File: src/rtl/riscv_lsu.sv
// RISC-V load/store unit: one outstanding access, lane-aligned memory port,
// sign/zero-extended load results and a single-cycle response pulse.
module riscv_lsu #(
  parameter int DATA_W  = 32,
  parameter int ADDR_W  = 9,
  parameter int MEM_LAT = 2
) (
  input  logic                                  clk,
  input  logic                                  reset,
  input  logic                                  req_valid,
  output logic                                  req_ready,
  input  logic                                  req_we,
  input  logic [2:0]                            req_funct3,
  input  logic [ADDR_W-1:0]                     req_addr,
  input  logic [DATA_W-1:0]                     req_wdata,
  input  logic [4:0]                            req_rd,
  input  logic                                  flush,
  output logic                                  busy,
  output logic                                  resp_valid,
  output logic                                  resp_wen,
  output logic [4:0]                            resp_rd,
  output logic [DATA_W-1:0]                     resp_data,
  output logic                                  resp_err,
  output logic                                  mem_wr,
  output logic                                  mem_rd,
  output logic [ADDR_W-$clog2(DATA_W/8)-1:0]    mem_addr,
  output logic [DATA_W/8-1:0]                   mem_be,
  output logic [DATA_W-1:0]                     mem_wdata,
  input  logic [DATA_W-1:0]                     mem_rdata
);

  localparam int NB    = DATA_W / 8;
  localparam int OFF_W = $clog2(NB);

  typedef enum logic [1:0] {IDLE, ACCESS, WAIT, RESP} state_t;

  state_t              r_state;
  logic [2:0]          r_cnt;
  logic                r_we;
  logic [2:0]          r_f3;
  logic [ADDR_W-1:0]   r_addr;
  logic [DATA_W-1:0]   r_wdata;
  logic [4:0]          r_rd;
  logic                r_err;
  logic [DATA_W-1:0]   r_rdata;

  logic                w_accept;
  logic                w_err;
  logic                w_access;
  logic                w_resp;
  logic                w_load_ok;

  function automatic logic access_err(input logic we, input logic [2:0] f3,
                                      input logic [OFF_W-1:0] off);
    logic       illegal;
    logic [2:0] off3;
    logic [2:0] msk;
    illegal = (f3 == 3'b111) || (we && f3[2]) ||
              ((DATA_W == 32) && ((f3 == 3'b011) || (f3 == 3'b110)));
    off3    = 3'(off);
    msk     = 3'((4'd1 << f3[1:0]) - 4'd1);
    return illegal || (|(off3 & msk));
  endfunction

  function automatic logic [NB-1:0] lane_be(input logic [1:0] sz, input logic [OFF_W-1:0] off);
    logic [NB-1:0] m;
    case (sz)
      2'd0:    m = NB'(1);
      2'd1:    m = NB'(3);
      2'd2:    m = NB'(15);
      default: m = '1;
    endcase
    return m << off;
  endfunction

  function automatic logic [DATA_W-1:0] lane_wdata(input logic [DATA_W-1:0] d, input logic [1:0] sz,
                                                   input logic [OFF_W-1:0] off);
    logic [DATA_W-1:0] keep;
    for (int i = 0; i < DATA_W; i++) keep[i] = ((i / 8) < (1 << sz));
    return (d & keep) << {off, 3'b000};
  endfunction

  function automatic logic [DATA_W-1:0] load_ext(input logic [DATA_W-1:0] raw, input logic [2:0] f3,
                                                 input logic [OFF_W-1:0] off);
    logic [DATA_W-1:0] sh;
    logic [DATA_W-1:0] res;
    logic              sgn;
    int                nbits;
    sh    = raw >> {off, 3'b000};
    nbits = 8 << f3[1:0];
    sgn   = 1'b0;
    for (int i = 0; i < DATA_W; i++) if (i == nbits - 1) sgn = sh[i] & ~f3[2];
    for (int i = 0; i < DATA_W; i++) res[i] = (i < nbits) ? sh[i] : sgn;
    return res;
  endfunction

  assign w_accept = req_valid && req_ready;
  assign w_err    = access_err(req_we, req_funct3, req_addr[OFF_W-1:0]);

  always_ff @(posedge clk or negedge reset) begin
    if (!reset) begin
      r_state <= IDLE;
      r_cnt   <= '0;
    end else begin
      case (r_state)
        IDLE:   if (w_accept) r_state <= w_err ? RESP : ACCESS;
        // the strobe of an ACCESS cycle is always issued; flush only drops the response
        ACCESS: begin
          if (flush) begin
            r_state <= IDLE;
          end else if (r_we) begin
            r_state <= RESP;
          end else begin
            r_state <= WAIT;
            r_cnt   <= 3'(MEM_LAT - 1);
          end
        end
        WAIT: begin
          if (flush) begin
            r_state <= IDLE;
            r_cnt   <= '0;
          end else if (r_cnt == '0) begin
            r_state <= RESP;
          end else begin
            r_cnt   <= r_cnt - 3'd1;
          end
        end
        default: r_state <= IDLE;
      endcase
    end
  end

  always_ff @(posedge clk) begin
    if (w_accept) begin
      r_we    <= req_we;
      r_f3    <= req_funct3;
      r_addr  <= req_addr;
      r_wdata <= req_wdata;
      r_rd    <= req_rd;
      r_err   <= w_err;
    end
    if ((r_state == WAIT) && (r_cnt == '0)) r_rdata <= mem_rdata;
  end

  // all outputs decode from registered state, so reset clears them immediately
  assign w_access  = (r_state == ACCESS);
  assign w_resp    = (r_state == RESP) && !flush;
  assign w_load_ok = w_resp && !r_err && !r_we;

  assign req_ready = reset && (r_state == IDLE) && !flush;
  assign busy      = (r_state != IDLE);

  assign mem_wr    = w_access && r_we;
  assign mem_rd    = w_access && !r_we;
  assign mem_addr  = w_access ? r_addr[ADDR_W-1:OFF_W] : '0;
  assign mem_be    = w_access ? lane_be(r_f3[1:0], r_addr[OFF_W-1:0]) : '0;
  assign mem_wdata = w_access ? lane_wdata(r_wdata, r_f3[1:0], r_addr[OFF_W-1:0]) : '0;

  assign resp_valid = w_resp;
  assign resp_err   = w_resp && r_err;
  assign resp_wen   = w_load_ok && (r_rd != 5'd0);
  assign resp_rd    = w_resp ? r_rd : '0;
  assign resp_data  = w_load_ok ? load_ext(r_rdata, r_f3, r_addr[OFF_W-1:0]) : '0;

endmodule

File: config.mk
export PLATFORM = sky130hd
export DESIGN_NAME = riscv_lsu
export DESIGN_NICKNAME = d
export VERILOG_FILES = /design/src/rtl/riscv_lsu.sv
export SDC_FILE = /design/constraint.sdc
export NUM_CORES = 1
export LEC_CHECK = 0
export ABC_AREA = 1
export ABC_CLOCK_PERIOD_IN_PS = 5500
export CAP_MARGIN = 20
export CORE_ASPECT_RATIO = 1.75
export CORE_MARGIN = 3
export CORE_UTILIZATION = 44
export CTS_CLUSTER_DIAMETER = 150
export DETAILED_ROUTE_END_ITERATION = 12
export PLACE_DENSITY = 0.8
export SLEW_MARGIN = 30
export SYNTH_ARGS = -nofsm -noshare
export SYNTH_HDL_FRONTEND = slang
export SYNTH_SLANG_ARGS = --single-unit
File: constraint.sdc
create_clock -name clk -period 5.5 [get_ports clk]
set_input_delay 0.825 -clock clk [delete_from_list [all_inputs] [get_ports clk]]
set_output_delay 0.825 -clock clk [all_outputs]
set_load 0.01 [all_outputs]
==> impl_metrics.env <==
export IMPL_status="complete, no violations"
export IMPL_slew_limit_headroom_pct=38.5
export IMPL_path_class="reg2out"
export IMPL_clkSlewWorstSetupHoldPaths_ps=60
export IMPL_drc_errors=0
export IMPL_grt_ovfl_total=0
export IMPL_fin_skew_ps=7.55
export IMPL_path_cells="inv_2 > nand3_1 > nand2_1 > a21oi_1 > nand2_1 > nand2_1 > nand2_1 > nor2_1 > clkdlybuf4s50_1"
export IMPL_yosysTopAreaCell="edfxtp_1"
export IMPL_cp_arrival_ps=3300
export IMPL_p_int_uw=1410
export IMPL_post_route_period_util_pct=75.0
export IMPL_vias=4177
export IMPL_synth_edff_count=83
export IMPL_grt_pass1_wl_um=21100
export IMPL_grt_pass1_vias=4128
export IMPL_setup_viol_count_final=0
export IMPL_cts_path_max_buffers=2
export IMPL_drive_gt1_share_pct=6.10
export IMPL_via_per_inst=5.23
export IMPL_async_flop_share_pct=5.68
export IMPL_coreArea_um2=9970
export IMPL_rsz0062_at_grt="false"
export IMPL_path_max_fanout=23
export IMPL_fmax_mhz=243
export IMPL_ys_seq_elements=88
export IMPL_port_buffers=172
export IMPL_path_common_cell="nand2_1"
export IMPL_critPathSlowestCell="edfxtp_1"
export IMPL_synth_cells=502
export IMPL_clock_sinks=88
export IMPL_maxCapViolations=0
export IMPL_vdd_ir_drop_max_uv=264
export IMPL_critPathRequiredTime_ps=4680
export IMPL_ctsHoldBuffers=0
export IMPL_synth_most_common_cell="nand2_1"
export IMPL_cts_repair_resized=0
export IMPL_gp_congestion=0.881
export IMPL_syn_area_um2=4520
export IMPL_yosysSeqAreaShare_pct=57.9
export IMPL_p_comb_share_pct=29.6
export IMPL_ys_flop_type="edfxtp_1"
export IMPL_wl_met1_um=4720
export IMPL_maxSlewViolCount=0
export IMPL_antenna_found_initial=1
export IMPL_yosysTopAreaCellShare_pct=55.1
export IMPL_period_minus_slack_ps=4120
export IMPL_dpl_hpwl_um=10300
export IMPL_ant_nets=0
export IMPL_die_h_um=140
export IMPL_maxUsedRoutingLayer="met4"
export IMPL_dieArea_um2=11600
export IMPL_crit_family="flip-flops"
export IMPL_dr_wl_met3_um=807
export IMPL_wl_per_cell_um=17.2
export IMPL_h_tree_depth=3
export IMPL_yosysWarningCount=0
export IMPL_switching_power_uw=635
export IMPL_cp_end_kind="primary output"
export IMPL_cts_made_buffers=9
export IMPL_dr_wl_met2_um=7440
export IMPL_die_width_um=82.6
export IMPL_hold_viol_final=0
export IMPL_tritoncts="done"
export IMPL_fillers=806
export IMPL_yosys_cell_types_count=31
export IMPL_startpoint_type="register"
export IMPL_r2r_slack_ps=3490
export IMPL_fin_nets=756
export IMPL_initial_core_util_pct=45.4
export IMPL_p_clk_share_pct=27.3
export IMPL_grt_max_degree=53
export IMPL_switching_share_pct=31.0
export IMPL_ioPinCount=173
export IMPL_tightestPinTransition_ps=923
export IMPL_cpPeakStageDelay_ps=950
export IMPL_wl_um=13700
export IMPL_total_power_uw=2050
export IMPL_synth_area_leaders="edfxtp_1 55%, nand2_1 9.0%, inv_1 6.5%, nor2_1 5.4%, o21ai_0 4.4%"
export IMPL_cts_root_buf="clkbuf_16"
export IMPL_clkLatencyLatePin_ps=340
export IMPL_cts_setup_buffers=0
export IMPL_drt_iter0_drc=350
export IMPL_synth_area_per_cell_um2=9.01
export IMPL_core_rowCount=48
export IMPL_hold_ws_ps=487
export IMPL_tns_ps=0
export IMPL_syn_to_final_growth_pct=46.4
export IMPL_crit_buf_inv=2
export IMPL_p_per_area_nw_per_um2=309
export IMPL_grtUsageTotal_pct=24.6
export IMPL_pwr_share_seq_pct=43.1
export IMPL_final_core_util_pct=66.4
export IMPL_p_leak_uw=0.00269
export IMPL_holdCritPathClass="reg2reg"
export IMPL_synth_commonest_cells="108 x nand2_1, 83 x edfxtp_1, 78 x inv_1"
export IMPL_first_pass_iters=5
==> through the flow <==
stage	area (um^2)	setup WS [ps]	cells
2_1_floorplan	4530	1880	503
3_3_place_gp	6340	1500	781
3_5_place_dp	6340	1400	781
4_1_cts	6620	1410	797
5_1_grt	6620	1110	798
6_report	6620	1380	799
==> area by class of cell <==
cell class	instances	area [um^2]	area share, %
inverters	81	304	4.59
repair buffers	177	1760	26.6
clock inverters	5	41.3	0.623
clock buffers	11	233	3.51
multi-input cells	310	1510	22.7
flip-flops and latches	88	2620	39.5
well taps	125	156	2.36
diodes	2	5.00	0.0756
==> cell families (layout without fill, tap and decap cells) <==
group,Yosys count,count (layout),synth area share [%]
buffers and inverters,105,274,9.27
adders and majority gates,3,3,0.830
DFF,88,88,57.9
other,1,4,0.0829
AOI/OAI and AO/OA,99,99,13.4
and+or+nand+nor,205,205,18.4
xor gates and xnor gates,1,1,0.194
==> state kept, by name, indices dropped and copies added, names as in the netlist <==
name     cells
r_cnt        3
r_we         1
r_addr       9
r_state      2
r_err        1
r_wdata     32
r_rd         5
r_rdata     32
r_f3         3
==> layer usage <==
layer	up-vias	track usage, %
met5	-	0
met4	0	14.5
met3	46	4.12
met2	203	42.9
met1	1929	27.0
li1	1999	-
==> worst register-to-register path: stages, from the launching register on <==
cell,delay [ps]
dfrtp_1,340
inv_1,80
nor2_1,240
inv_1,130
nor3_2,450
buf_4,430
==> layout by cell type (no fill, tap or decap), types with 3 or more instances in the layout <==
master,count
nand3_1,15
edfxtp_1,83
clkdlybuf4s50_1,172
nor2_2,11
nor2_1,65
dfrtp_1,5
clkbuf_16,9
buf_4,5
ha_1,3
o211ai_1,14
o21ai_0,40
o221a_2,4
a21oi_1,18
nand2_1,108
o221ai_1,7
inv_1,78
a31oi_1,10
==> power groups by stage <==
stage          clock (uW)  sequential (uW)  combinational (uW)
2_1_floorplan           0              888                 311
3_3_place_gp            0              892                 598
3_5_place_dp            0              897                 604
4_1_cts               574              883                 608
5_1_grt               599              893                 660
6_report              559              883                 607
==> path summary, 6_finish.rpt <==
path | startpoint | endpoint | depth (start not counted)
max | r_addr[1]$_DFFE_PP_ | resp_data[10] | 9
max reg2reg | r_state[1]$_DFFE_PN0P_ | r_rdata[17]$_DFFE_PP_ | 5
min in group asynchronous | reset | r_cnt[2]$_DFFE_PN0P_ | 1
min | r_cnt[1]$_DFFE_PN0P_ | r_cnt[1]$_DFFE_PN0P_ | 2
max in group asynchronous | reset | r_state[0]$_DFFE_PN0P_ | 1
min reg2reg | r_cnt[1]$_DFFE_PN0P_ | r_cnt[1]$_DFFE_PN0P_ | 2
Power figures use the tool's default switching activity.
